## src/rtl/rom_loader_pkg.sv

```systemverilog
// Shared types for the ROM download path.
//   writer_state_t : SDRAM writer FSM states
//   sdram_word_t   : one buffered SDRAM write (word index + 32-bit data)
//   LANES          : bytes per SDRAM word
//   lane_fill      : zero every byte lane whose mask bit is clear
package rom_loader_pkg;

  typedef enum logic {IDLE, REQ} writer_state_t;

  typedef struct packed {
    logic [22:0] addr;
    logic [31:0] data;
  } sdram_word_t;

  localparam int LANES = 4;

  function automatic logic [31:0] lane_fill(input logic [31:0] d, input logic [3:0] m);
    logic [31:0] r;
    r = '0;
    for (int i = 0; i < LANES; i++)
      r[8*i +: 8] = m[i] ? d[8*i +: 8] : 8'h00;
    return r;
  endfunction

endpackage

```

## src/rtl/rom_download_writer_word_fifo.sv

```systemverilog
// word_fifo: synchronous FIFO of sdram_word_t that accepts up to two writes
// per cycle (port a is written first, port b lands in the following slot).
//   clk, reset      : clock, asynchronous active-high reset (pointers/count only)
//   push_a, din_a   : first write
//   push_b, din_b   : second write
//   pop             : drop the head entry
//   head            : oldest entry
//   count/full/empty: occupancy
// The caller guarantees pushes never exceed free space and pop never hits empty.
module word_fifo
  import rom_loader_pkg::*;
#(
  parameter int FIFO_DEPTH = 4
) (
  input  logic                            clk,
  input  logic                            reset,
  input  logic                            push_a,
  input  sdram_word_t                     din_a,
  input  logic                            push_b,
  input  sdram_word_t                     din_b,
  input  logic                            pop,
  output sdram_word_t                     head,
  output logic [$clog2(FIFO_DEPTH):0]     count,
  output logic                            full,
  output logic                            empty
);

  localparam int PW = $clog2(FIFO_DEPTH);
  localparam int CW = PW + 1;

  sdram_word_t   mem [FIFO_DEPTH];
  logic [PW-1:0] wptr;
  logic [PW-1:0] rptr;
  logic [PW-1:0] wptr_b;

  assign wptr_b = wptr + PW'(push_a);

  // Storage is data only; no reset needed.
  always_ff @(posedge clk) begin
    if (push_a) mem[wptr]   <= din_a;
    if (push_b) mem[wptr_b] <= din_b;
  end

  always_ff @(posedge clk or posedge reset) begin
    if (reset) begin
      wptr  <= '0;
      rptr  <= '0;
      count <= '0;
    end else begin
      wptr  <= wptr + PW'(push_a) + PW'(push_b);
      rptr  <= rptr + PW'(pop);
      count <= count + CW'(push_a) + CW'(push_b) - CW'(pop);
    end
  end

  assign head  = mem[rptr];
  assign full  = (count == CW'(FIFO_DEPTH));
  assign empty = (count == '0);

endmodule

```

## src/rtl/rom_download_writer.sv

```systemverilog
// rom_download_writer: packs HPS ioctl download bytes into little-endian
// 32-bit words, buffers them in word_fifo and writes them to SDRAM over a
// req/ack handshake. rom_ready reports that a download has fully landed.
//   clk, reset             : system clock, asynchronous active-high reset
//   ioctl_addr/data/wr     : byte download strobe (ignored while ioctl_download low)
//   ioctl_download         : high for the whole download
//   ioctl_wait             : back-pressure, high while <=1 FIFO entry is free
//   sdram_addr/data/we/req : write request, held stable until sdram_ack
//   sdram_ack              : one-cycle accept
//   rom_ready              : download complete and drained
//   overflow               : sticky, a byte/word was dropped for lack of space
//   checksum               : 16-bit additive byte sum
// Optional feature macro: ROM_CHECKSUM_EN (when undefined checksum is 0).
module rom_download_writer
  import rom_loader_pkg::*;
#(
  parameter int FIFO_DEPTH = 4,
  parameter int SDRAM_AW   = 23
) (
  input  logic                clk,
  input  logic                reset,
  input  logic [24:0]         ioctl_addr,
  input  logic [7:0]          ioctl_data,
  input  logic                ioctl_wr,
  input  logic                ioctl_download,
  output logic                ioctl_wait,
  output logic [SDRAM_AW-1:0] sdram_addr,
  output logic [31:0]         sdram_data,
  output logic                sdram_we,
  output logic                sdram_req,
  input  logic                sdram_ack,
  output logic                rom_ready,
  output logic                overflow,
  output logic [15:0]         checksum
);

  localparam int CW = $clog2(FIFO_DEPTH) + 1;

  logic          dl_q;
  logic [22:0]   pk_idx;
  logic [3:0]    pk_mask;
  logic [31:0]   pk_data;
  writer_state_t state;
  logic          armed;

  logic          strobe, rise, fall;
  logic [3:0]    cur_mask, mask_nx;
  logic [22:0]   new_idx;
  logic [1:0]    lane;
  logic [31:0]   data_nx;
  logic          flush_strobe, need_flush, complete;
  logic          push_a, push_b, pop, lost, more;
  logic [CW-1:0] free;
  sdram_word_t   word_a, word_b, head;
  logic [CW-1:0] fifo_count;
  logic          fifo_full, fifo_empty;

  always_comb begin
    strobe   = ioctl_wr & ioctl_download;
    rise     = ioctl_download & ~dl_q;
    fall     = ~ioctl_download & dl_q;
    // A rising download edge discards whatever the packer held.
    cur_mask = rise ? 4'b0000 : pk_mask;
    new_idx  = ioctl_addr[24:2];
    lane     = ioctl_addr[1:0];

    flush_strobe = strobe && (cur_mask != 4'b0000) && (new_idx != pk_idx);
    need_flush   = flush_strobe || (fall && (pk_mask != 4'b0000));
    complete     = strobe && (lane == 2'd3);

    data_nx = pk_data;
    for (int i = 0; i < LANES; i++)
      if (lane == 2'(i)) data_nx[8*i +: 8] = ioctl_data;
    mask_nx = (flush_strobe ? 4'b0000 : cur_mask) | (4'b0001 << lane);

    word_a = {pk_idx, lane_fill(pk_data, pk_mask)};
    word_b = {new_idx, lane_fill(data_nx, mask_nx)};

    // The flush word goes first; the completing word needs one more free slot.
    free   = CW'(FIFO_DEPTH) - fifo_count;
    push_a = need_flush && !fifo_full;
    push_b = complete && (free > CW'(push_a));
    lost   = (need_flush && !push_a) || (complete && !push_b);

    pop  = (state == REQ) && sdram_ack;
    more = (fifo_count > CW'(1)) || push_a || push_b;
  end

  assign ioctl_wait = ioctl_download && (free <= CW'(1));
  assign sdram_req  = (state == REQ);
  assign sdram_we   = sdram_req;
  assign sdram_addr = sdram_req ? head.addr[SDRAM_AW-1:0] : '0;
  assign sdram_data = sdram_req ? head.data : 32'h0;

  word_fifo #(.FIFO_DEPTH(FIFO_DEPTH)) u_fifo (
    .clk    (clk),
    .reset  (reset),
    .push_a (push_a),
    .din_a  (word_a),
    .push_b (push_b),
    .din_b  (word_b),
    .pop    (pop),
    .head   (head),
    .count  (fifo_count),
    .full   (fifo_full),
    .empty  (fifo_empty)
  );

  always_ff @(posedge clk) begin
    if (strobe) pk_data <= data_nx;
  end

  always_ff @(posedge clk or posedge reset) begin
    if (reset) begin
      dl_q      <= 1'b0;
      pk_idx    <= '0;
      pk_mask   <= 4'b0000;
      state     <= IDLE;
      armed     <= 1'b0;
      rom_ready <= 1'b0;
      overflow  <= 1'b0;
    end else begin
      dl_q <= ioctl_download;

      if (strobe) begin
        pk_idx  <= new_idx;
        pk_mask <= complete ? 4'b0000 : mask_nx;
      end else if (rise || fall) begin
        pk_mask <= 4'b0000;
      end

      if (lost) overflow <= 1'b1;

      // Entering REQ on the push cycle gives req the cycle after the last byte.
      case (state)
        IDLE: if (!fifo_empty || push_a || push_b) state <= REQ;
        REQ:  if (sdram_ack && !more) state <= IDLE;
        default: state <= IDLE;
      endcase

      // armed keeps rom_ready low after reset until a download has been seen.
      if (rise) begin
        rom_ready <= 1'b0;
        armed     <= 1'b1;
      end else if (armed && !ioctl_download && (pk_mask == 4'b0000) &&
                   fifo_empty && (state == IDLE)) begin
        rom_ready <= 1'b1;
        armed     <= 1'b0;
      end
    end
  end

`ifdef ROM_CHECKSUM_EN
  logic        byte_ok;
  logic [15:0] sum;

  // A byte whose completing word is dropped does not count.
  assign byte_ok = strobe && !(complete && !push_b);

  always_ff @(posedge clk or posedge reset) begin
    if (reset) begin
      sum <= 16'h0000;
    end else if (rise) begin
      sum <= byte_ok ? {8'h00, ioctl_data} : 16'h0000;
    end else if (byte_ok && !rom_ready) begin
      sum <= sum + {8'h00, ioctl_data};
    end
  end

  assign checksum = sum;
`else
  assign checksum = 16'h0000;
`endif

endmodule

```

## config.mk

```make
export PLATFORM = sky130hd
export DESIGN_NAME = rom_download_writer
export DESIGN_NICKNAME = d
export VERILOG_FILES = /design/src/rtl/rom_loader_pkg.sv /design/src/rtl/rom_download_writer_word_fifo.sv /design/src/rtl/rom_download_writer.sv
export SDC_FILE = /design/constraint.sdc
export NUM_CORES = 1
export LEC_CHECK = 0
export BUFFER_PORTS_ARGS = -buffer_cell sky130_fd_sc_hd__clkbuf_2
export CAP_MARGIN = 5
export CORE_AREA = 8 8 168 170
export DETAILED_ROUTE_END_ITERATION = 6
export DIE_AREA = 0 0 176 178
export PLACE_DENSITY = 0.8
export REMOVE_ABC_BUFFERS = 1
export SYNTH_ARGS = -nofsm -noshare
export SYNTH_HDL_FRONTEND = slang
export SYNTH_SLANG_ARGS = --single-unit
export TNS_END_PERCENT = 10
```

## constraint.sdc

```tcl
create_clock -name clk -period 8.7 [get_ports clk]
set_clock_uncertainty 0.15 [all_clocks]
set_input_delay 0.87 -clock clk [delete_from_list [all_inputs] [get_ports clk]]
set_output_delay 0.87 -clock clk [all_outputs]
set_load 0.005 [all_outputs]
```

* Word-level counts from Yosys, hierarchy flattened
Memory sizes are Yosys's and may differ from the RTL's.
Cells that the tools add are included.
** Cells by class
- $lt $le $gt $ge :: 3
- Shift operators :: 1
- Muxes and demuxes :: 30
- Reductions and logical operators :: 35
- Add/sub/neg operators :: 7
- Equal/unequal tests :: 5
- Bitwise gates (word level) :: 7
** Operators by type and width (count)
- 2-to-1 mux 8 bit :: 12
- 2-to-1 mux 32 bit :: 1
- 2-to-1 mux 23 bit :: 1
- != test 23 bit :: 1
- 2-to-1 mux 4 bit :: 5
- logical AND 1 bit :: 15
- 2-to-1 mux 1 bit :: 10
- nonzero test 4 bit :: 2
- logical OR 1 bit :: 7
- adder 2 x 1 -> 2 bit :: 3
- adder 3 x 1 -> 3 bit :: 2
- logical NOT 1 bit :: 6
- == test 2 bit (second input constant) :: 2
- logical NOT 4 bit :: 1
- OR 4 bit :: 1
- nonzero test 2 bit :: 2
- << shifter 1 x 2 -> 4 bit (first input constant) :: 1
- bitwise AND 1 bit :: 3
- == test 3 bit (second input constant) :: 1
- greater-than comparator 3 x 1 -> 1 bit :: 1
- greater-than comparator 3 x 1 -> 1 bit (second input constant) :: 1
- <= comparator 3 x 1 -> 1 bit (second input constant) :: 1
- logical NOT 3 bit :: 1
- inverter 1 bit :: 3
- other kinds (5) :: 5
** Storage, ports and cells
- Logic and storage cells :: 100
- Bits in writable memories :: 220
- Register bits after elaboration :: 71
- Memories kept :: 1
** Memory list
- u_fifo.mem :: depth 4, width 55, rd ports 1, clocked after memory_dff 0, write ports 2, line rom_download_writer_word_fifo.sv:31 : sdram_word_t mem [FIFO_DEPTH];

* Logic depth before layout (Yosys ltp)
Gate-level depths: netlist (run 1).
- Depth after elaboration :: 15
- Depth in mapped cells :: 15
- Mapped depth without buffers :: 15

* By module
A second synthesis (run 1) with hierarchy kept.
** Second synthesis, totals
- Cells, all modules :: 1025
- Area, all modules :: 15173.3 um^2
** Modules (own cells, without submodules)
- word_fifo :: cells an instance 567, instances 1, area each 11093.1 um^2
- rom_download_writer :: cells an instance 458, instances 1, area each 4080.2 um^2

* Worst setup path before layout (run 1)
No wires, ideal clock.
- Kind :: input to register
- Start :: in ioctl_download
- End :: mem u_fifo.mem[0][0] (netlist name), enable pin
- Setup slack :: 2142 ps
- Required time :: 8000 ps
- Stages on the path :: 5
- Library setup time :: 550 ps
- Arrival :: 5858 ps
- Cell sequence :: ha_1 clkbuf_1 nor3_1 o221ai_1 o31ai_1
** RTL lines
- from (decl) :: line rom_download_writer.sv:25 : input logic ioctl_download,
- to (decl) :: line rom_download_writer_word_fifo.sv:31

==> metrics, run 1 <==
Max-cap violations=0; Compound-Gate Fraction of Synth Area=0.0999; DRC violations left=0; cts-stage hold buffer count=0; Slew HR=0.279; CTS clk-pin slew, worst paths=0.06 ns; Area Overhead vs Synth=9.56%; die width=176 um; Initial Util=0.601; Yosys warnings=0; number of antenna diodes=0; Max Fclk=171 MHz; final core occ=0.659; CTS H-Tree Depth=1; Via Count=10,500; Max Root-Sink Buffers=3; Finished Layout Cells=roughly 1,700; P per Cell Area=~250 nW/um^2; postcts setup bufs=0; IO Pins=around 110; fill count=between 1,500 and 2,000; via/cell ratio=6.12; Crit path required time=8.73 ns; final hold vios=0; vias in the first global route=10,500; Synth area leaders=edfxtp_1 (49%), nand2_1 (11%), mux4_2 (8.0%); FF+latch area=8550 sq um; Worst setup EP type=flip-flop; post-synthesis xor/xnor area fraction=0.0159; sequential area share after synthesis=0.555; most used cell along the critical path=buf_4; Tightest Hold Check Type=input pin to async pin; Crit path largest cell delay=0.85 ns; Die Area=31,300 sq um; layout cells sized above 1=0.252; largest family of logic cells by synthesized area=simple AND/OR/NAND/NOR gates; CP startpoint kind=flip-flop; CTS buffer count=29; Top FF cell, synth=edfxtp_1; largest net degree at the start of global routing=72; commonest cells after routing, fill and taps aside=nand2_1 (471), edfxtp_1 (252), clkbuf_2 (97), o22ai_2 (90), and2_1 (57); Cell variety after synth=50; final RePlAce weighted congestion=between 0.8 and 0.9; Multi-input gate area=between 6000 and 7000 sq um; Worst-Margin Slew=1.08 ns; DR pass1 iterations=5; CTS tree=done; R2R depth=13; Post-Syn Area=15,400 sq um; Placed Cells=1,663; setup TNS=0 ns; Clock Latency Late Sink=between 0.5 and 0.6 ns; total wire length=36.9 mm; Setup violations, final=0; Port Buf Inserts=97; final total power=4.27 mW; clock net sink count=between 200 and 300; EDFF count, synth=252; row count=between 50 and 60; remaining global-route overflow=0; Crit Path Max Fanout=42; Synth Area in Simple Gates=0.168; Post-DRT Antenna Nets=0; critical-path cell list=nor4_1 -> nand2b_1 -> nand3_1 -> o221ai_1 -> inv_1 -> ha_1 -> nor2_1 -> o211a_4 -> inv_4 -> or3_1 -> buf_4 -> o31ai_4 -> buf_4; WL/cell=21.5 um; FF+latch count, synth=between 200 and 300; Final Max Tran Viols=0; HPWL Detailed=about 22 mm; Async SR Flop Fraction=0.134; fin crit share=0.672; unrepaired setup endpoints after global routing=false; VDD IR max=0.152 mV; status=finished, final reports clean; most common cell after layout, fill and taps aside=nand2_1; all-layer global routing usage=0.235; leakage power=6.34 nW; synthesized area per cell=about 12 sq um; initial antenna violation count=1; post-synthesis mux area share=0.103; Final nets=roughly 1,400; CP max stage cell=o221ai_1; critical path arrival=5.87 ns; post-layout min period=5.85 ns; leading area contributor after synthesis=edfxtp_1; CTS Root Cell=clkbuf_16; Die Height=roughly 180 um; adder-cell area share of the yosys netlist=0.0132; post-synth top area share=0.491; post_cts resized=0; cell count after synthesis=1,307; drt initial violations=just over 1,000; Core ar.=25,600 sq um; WS Path Type=flip-flop to flip-flop; first-pass GRT wire length=approximately 58 mm
## cell families (layout without fill, tap and decap cells)
group,count (synthesis),count (layout)
compound gates,153,153
flops,291,291
mux,87,87
fa+ha+maj,15,15
buf+inv,133,192
simple gates,599,599
other cells,1,16
xor+xnor,28,28
## path summary, 6_finish.rpt
| check | startpoint | endpoint | slack (ns) |
|---|---|---|---|
| hold / removal | reset | pk_idx[10] | 0.32 |
| min in group clk | armed | armed | 0.33 |
| hold reg to reg | armed | armed | 0.33 |
| max in group asynchronous | reset | u_fifo.rptr[0] | 7.62 |
| setup reg to reg | pk_mask[3] | u_fifo.mem[0][54] | 2.85 |
| setup / recovery | pk_mask[3] | u_fifo.mem[0][54] | 2.85 |
## layout make-up
| cell class | instances | area share |
|---|---|---|
| clock inverter | 10 | 0.00564 |
| tap | 335 | 0.0248 |
| timing repair buffer | 115 | 0.0368 |
| inverter | 24 | 0.00549 |
| multi-input combinational | 898 | 0.371 |
| clock buffer | 43 | 0.0491 |
| sequential | 291 | 0.507 |
## flip-flops by register name, summed over array words and instances (netlist names)
register and flops:
armed 1, dl_q 1, overflow 1, pk_data 32, pk_idx 23, pk_mask 4
rom_ready 1, sdram_req 1, u_fifo.count 3, u_fifo.mem 220, u_fifo.rptr 2, u_fifo.wptr 2
## metal layers
metal  vias to the layer above  track usage  share of wire
li1                       4714            -              -
met4                         2       0.0823          0.027
met5                         -            0        0.00035
met2                       563        0.405           0.50
met1                      5145        0.299           0.38
met3                        82       0.0392          0.093
## per-stage QoR
| step | setup slack (ns) | hold WS (ns) | area [sq um] |
|---|---|---|---|
| 3_3_place_gp | 2.84 | 0.317 | 15900 |
| 3_5_place_dp | 2.68 | 0.322 | 15900 |
| 6_report | 2.85 | 0.320 | 16900 |
| 5_1_grt | 2.64 | 0.349 | 16900 |
| 2_1_floorplan | 1.99 | 0.300 | 14900 |
| 4_1_cts | 2.89 | 0.320 | 16900 |
## worst max-delay path: cells and delay by family, from the launching register on
kind                       cells  cell delay, ns
DFF                            1            0.79
adders and majority gates      1            0.34
and+or+nand+nor                5            1.50
AOI/OAI and AO/OA              3            1.36
buffers and inverters          4            1.32
## report_power, final
group	internal [mW]	total [mW]	leakage [nW]	switching, mW
Sequential	1.67	1.85	2.83	0.177
Combinational	0.595	1.19	3.06	0.595
Clock	0.712	1.23	0.454	0.517
Total	2.98	4.27	6.34	1.29
## cell usage after synthesis (all sizes together) (3+ instances only)
cell	number
xor2	25
mux4	55
a21oi	3
mux2i	8
o21ai	41
inv	24
nand3	38
nor4	7
clkbuf	41
dfrtp	39
buf	68
xnor2	3
and2	57
nand2	472
nor3	5
nand2b	6
mux2	24
nor2	5
or3	3
edfxtp	252
o22ai	96
ha	13
o41a	3
(Power assumes the default switching activity.)
==> run 2: changes to the inputs <==
Clock period 8.7 ns to 5.4 ns, I/O delays scaled along.
==> metrics, run 2 (synthesis results as in run 1) <==
final core occ=0.666 (+0.00786); Crit Path Max Fanout=31 (-26%); Area Overhead vs Synth=10.9%; DR pass1 iterations=6 (+1); fill count=1,781 (-2.7%); DRC violations left=0 (unchanged); HPWL Detailed=21.9 mm (+1.5%); met1 Use GR=0.295 (-0.00444); clock net sink count=291 (unchanged); Setup violations, final=0 (unchanged); Worst setup EP type=flip-flop; Initial Util=0.601 (unchanged); via/cell ratio=6.09 (-0.49%); R2R depth=13 (unchanged); Crit path required time=5.48 ns (-3.25 ns); IO Pins=114 (unchanged); Via Count=10,500 (-0.086%); Core ar.=25,600 sq um (unchanged); Hold WS=0.0566 ns (-0.264 ns); WS Path Type=flip-flop to flip-flop; critical path arrival=4.55 ns (-1.32 ns); Die Height=178 um (unchanged); final total power=7.04 mW (+65%); initial antenna violation count=2 (+1); layout cells sized above 1=0.259 (+0.00684); most common cell after layout, fill and taps aside=nand2_1; Post-DRT Antenna Nets=0 (unchanged); drt initial violations=1,163 (+12%); total wire length=36.9 mm (-0.12%); Final Max Tran Viols=0 (unchanged); Final Cell Area=17,100 sq um (+1.2%); met2 usage=0.400 (-0.00499); Top reg by flops=u_fifo.mem; Max-cap violations=0 (unchanged); largest net degree at the start of global routing=72 (unchanged); Max Root-Sink Buffers=3 (unchanged); post-layout min period=4.48 ns (-1.37 ns); Final nets=1,418 (+0.42%); CTS tree=done; met3 Track Usage GR=0.0396 (+0.000423); status=finished, final reports clean; R2R Path Start=pk_idx[4]; fin crit share=0.829 (+0.157); CTS Root Cell=clkbuf_16; all-layer global routing usage=0.234 (-0.00131); r2r endpoint=u_fifo.mem[2][22]; remaining global-route overflow=0 (unchanged); CP Launch Point=pk_idx[4]; flop2flop setup slack=0.92 ns (-1.93 ns); vias in the first global route=10,600 (+1.1%); CTS buffer count=28 (-3.4%); unrepaired setup endpoints after global routing=false; GR peak layer=met2; commonest cells after routing, fill and taps aside=nand2_1 (471), edfxtp_1 (252), clkbuf_2 (97), o22ai_2 (90), and2_1 (57); leakage power=6.43 nW (+1.3%); WL/cell=21.4 um (-0.53%); setup TNS=0 ns (unchanged); Tightest Hold Check Type=input pin to flip-flop; Port Buf Inserts=97 (unchanged); CP startpoint kind=flip-flop; CTS clk-pin slew, worst paths=0.06 ns (about the same); VDD IR max=0.378 mV (+150%); Largest regs=u_fifo.mem (220), pk_data (32), pk_idx (23); Max Fclk=223 MHz (+31%); row count=59 (unchanged); first-pass GRT wire length=57.4 mm (-0.41%); Largest register FFs=220 (unchanged); Worst-Margin Slew=1.06 ns (-0.0171 ns); Clock Latency Late Sink=0.55 ns (about the same); final hold vios=0 (unchanged); die width=176 um (unchanged); dpl cell area=16,100 sq um (+0.67%); final RePlAce weighted congestion=0.816 (-2.2%); P per Cell Area=413 nW/um^2 (+63%); CTS H-Tree Depth=1 (unchanged); Worst setup endpoint=u_fifo.mem[2][22]; Die Area=31,300 sq um (unchanged); Slew HR=0.288 (+0.00874)
-- run 2: changes by cell type in the layout (fill, tap and decap cells not counted), sizes merged --
cell / previous run / this run
buf: 18 / 24
bufinv: 2 / 5
clkbuf: 140 / 132
clkinv: 8 / 10
clkinvlp: 0 / 2
diode: 0 / 1
dlygate4sd3: 0 / 1
-- run 2: worst min-delay path by stage --
stage,startpoint,to,slack (ns),depth (start not counted)
after global placement,armed,armed,0.32,1
after global routing,ioctl_download,dl_q,0.04,1
after floorplan,armed,armed,0.30,1
after CTS,ioctl_download,dl_q,0.04,1
final,ioctl_download,dl_q,0.06,1
after detailed placement,armed,armed,0.33,1
-- run 2: cell type report --
class / count / area (sq um) / area share
flip-flops and latches: 291 / 8550 / 0.501
multi-input cells: 898 / 6260 / 0.367
diodes: 1 / 2.50 / 0.000147
repair buffers: 122 / 738 / 0.0432
inverters: 24 / 92.6 / 0.00542
well taps: 335 / 419 / 0.0246
clock inverters: 17 / 216 / 0.0127
clock buffers: 35 / 788 / 0.0462
-- run 2: worst max-delay path, cell delays in order, from the launching register on --
cell and delay, ns:
dfrtp_1 0.45, xor2_1 0.21, nor4_2 0.46, nand4_2 0.35, o221ai_1 0.25, buf_4 0.23, inv_1 0.11, ha_1 0.28
nor2_1 0.17, o211a_4 0.24, inv_4 0.07, or3_1 0.41, o21ai_4 0.41, buf_12 0.33
-- run 2: what timing repair did --
item	in CTS	in global routing
endpoints found under the hold margin	17	0
hold buffers	1	0
buffers inserted	0	0
resized for setup	0	0
-- run 2: stage by stage --
| stage | setup WS, ns | cells |
|---|---|---|
| 2_1_floorplan | -0.980 | 1213 |
| 3_3_place_gp | 0.892 | 1669 |
| 3_5_place_dp | 0.785 | 1669 |
| 4_1_cts | 0.928 | 1722 |
| 5_1_grt | 0.765 | 1723 |
| 6_report | 0.925 | 1723 |
-- run 2: routing by layer --
metal / up-vias / routed length (um)
li1: 4732 / -
met1: 5131 / 14200
met2: 548 / 18400
met3: 84 / 3230
met4: 2 / 1050
met5: - / 13
-- run 2: power breakdown --
group / internal, mW / total, mW / switching [mW]
Sequential: 2.69 / 3.02 / 0.328
Clock: 1.27 / 2.12 / 0.847
Combinational: 0.973 / 1.90 / 0.930
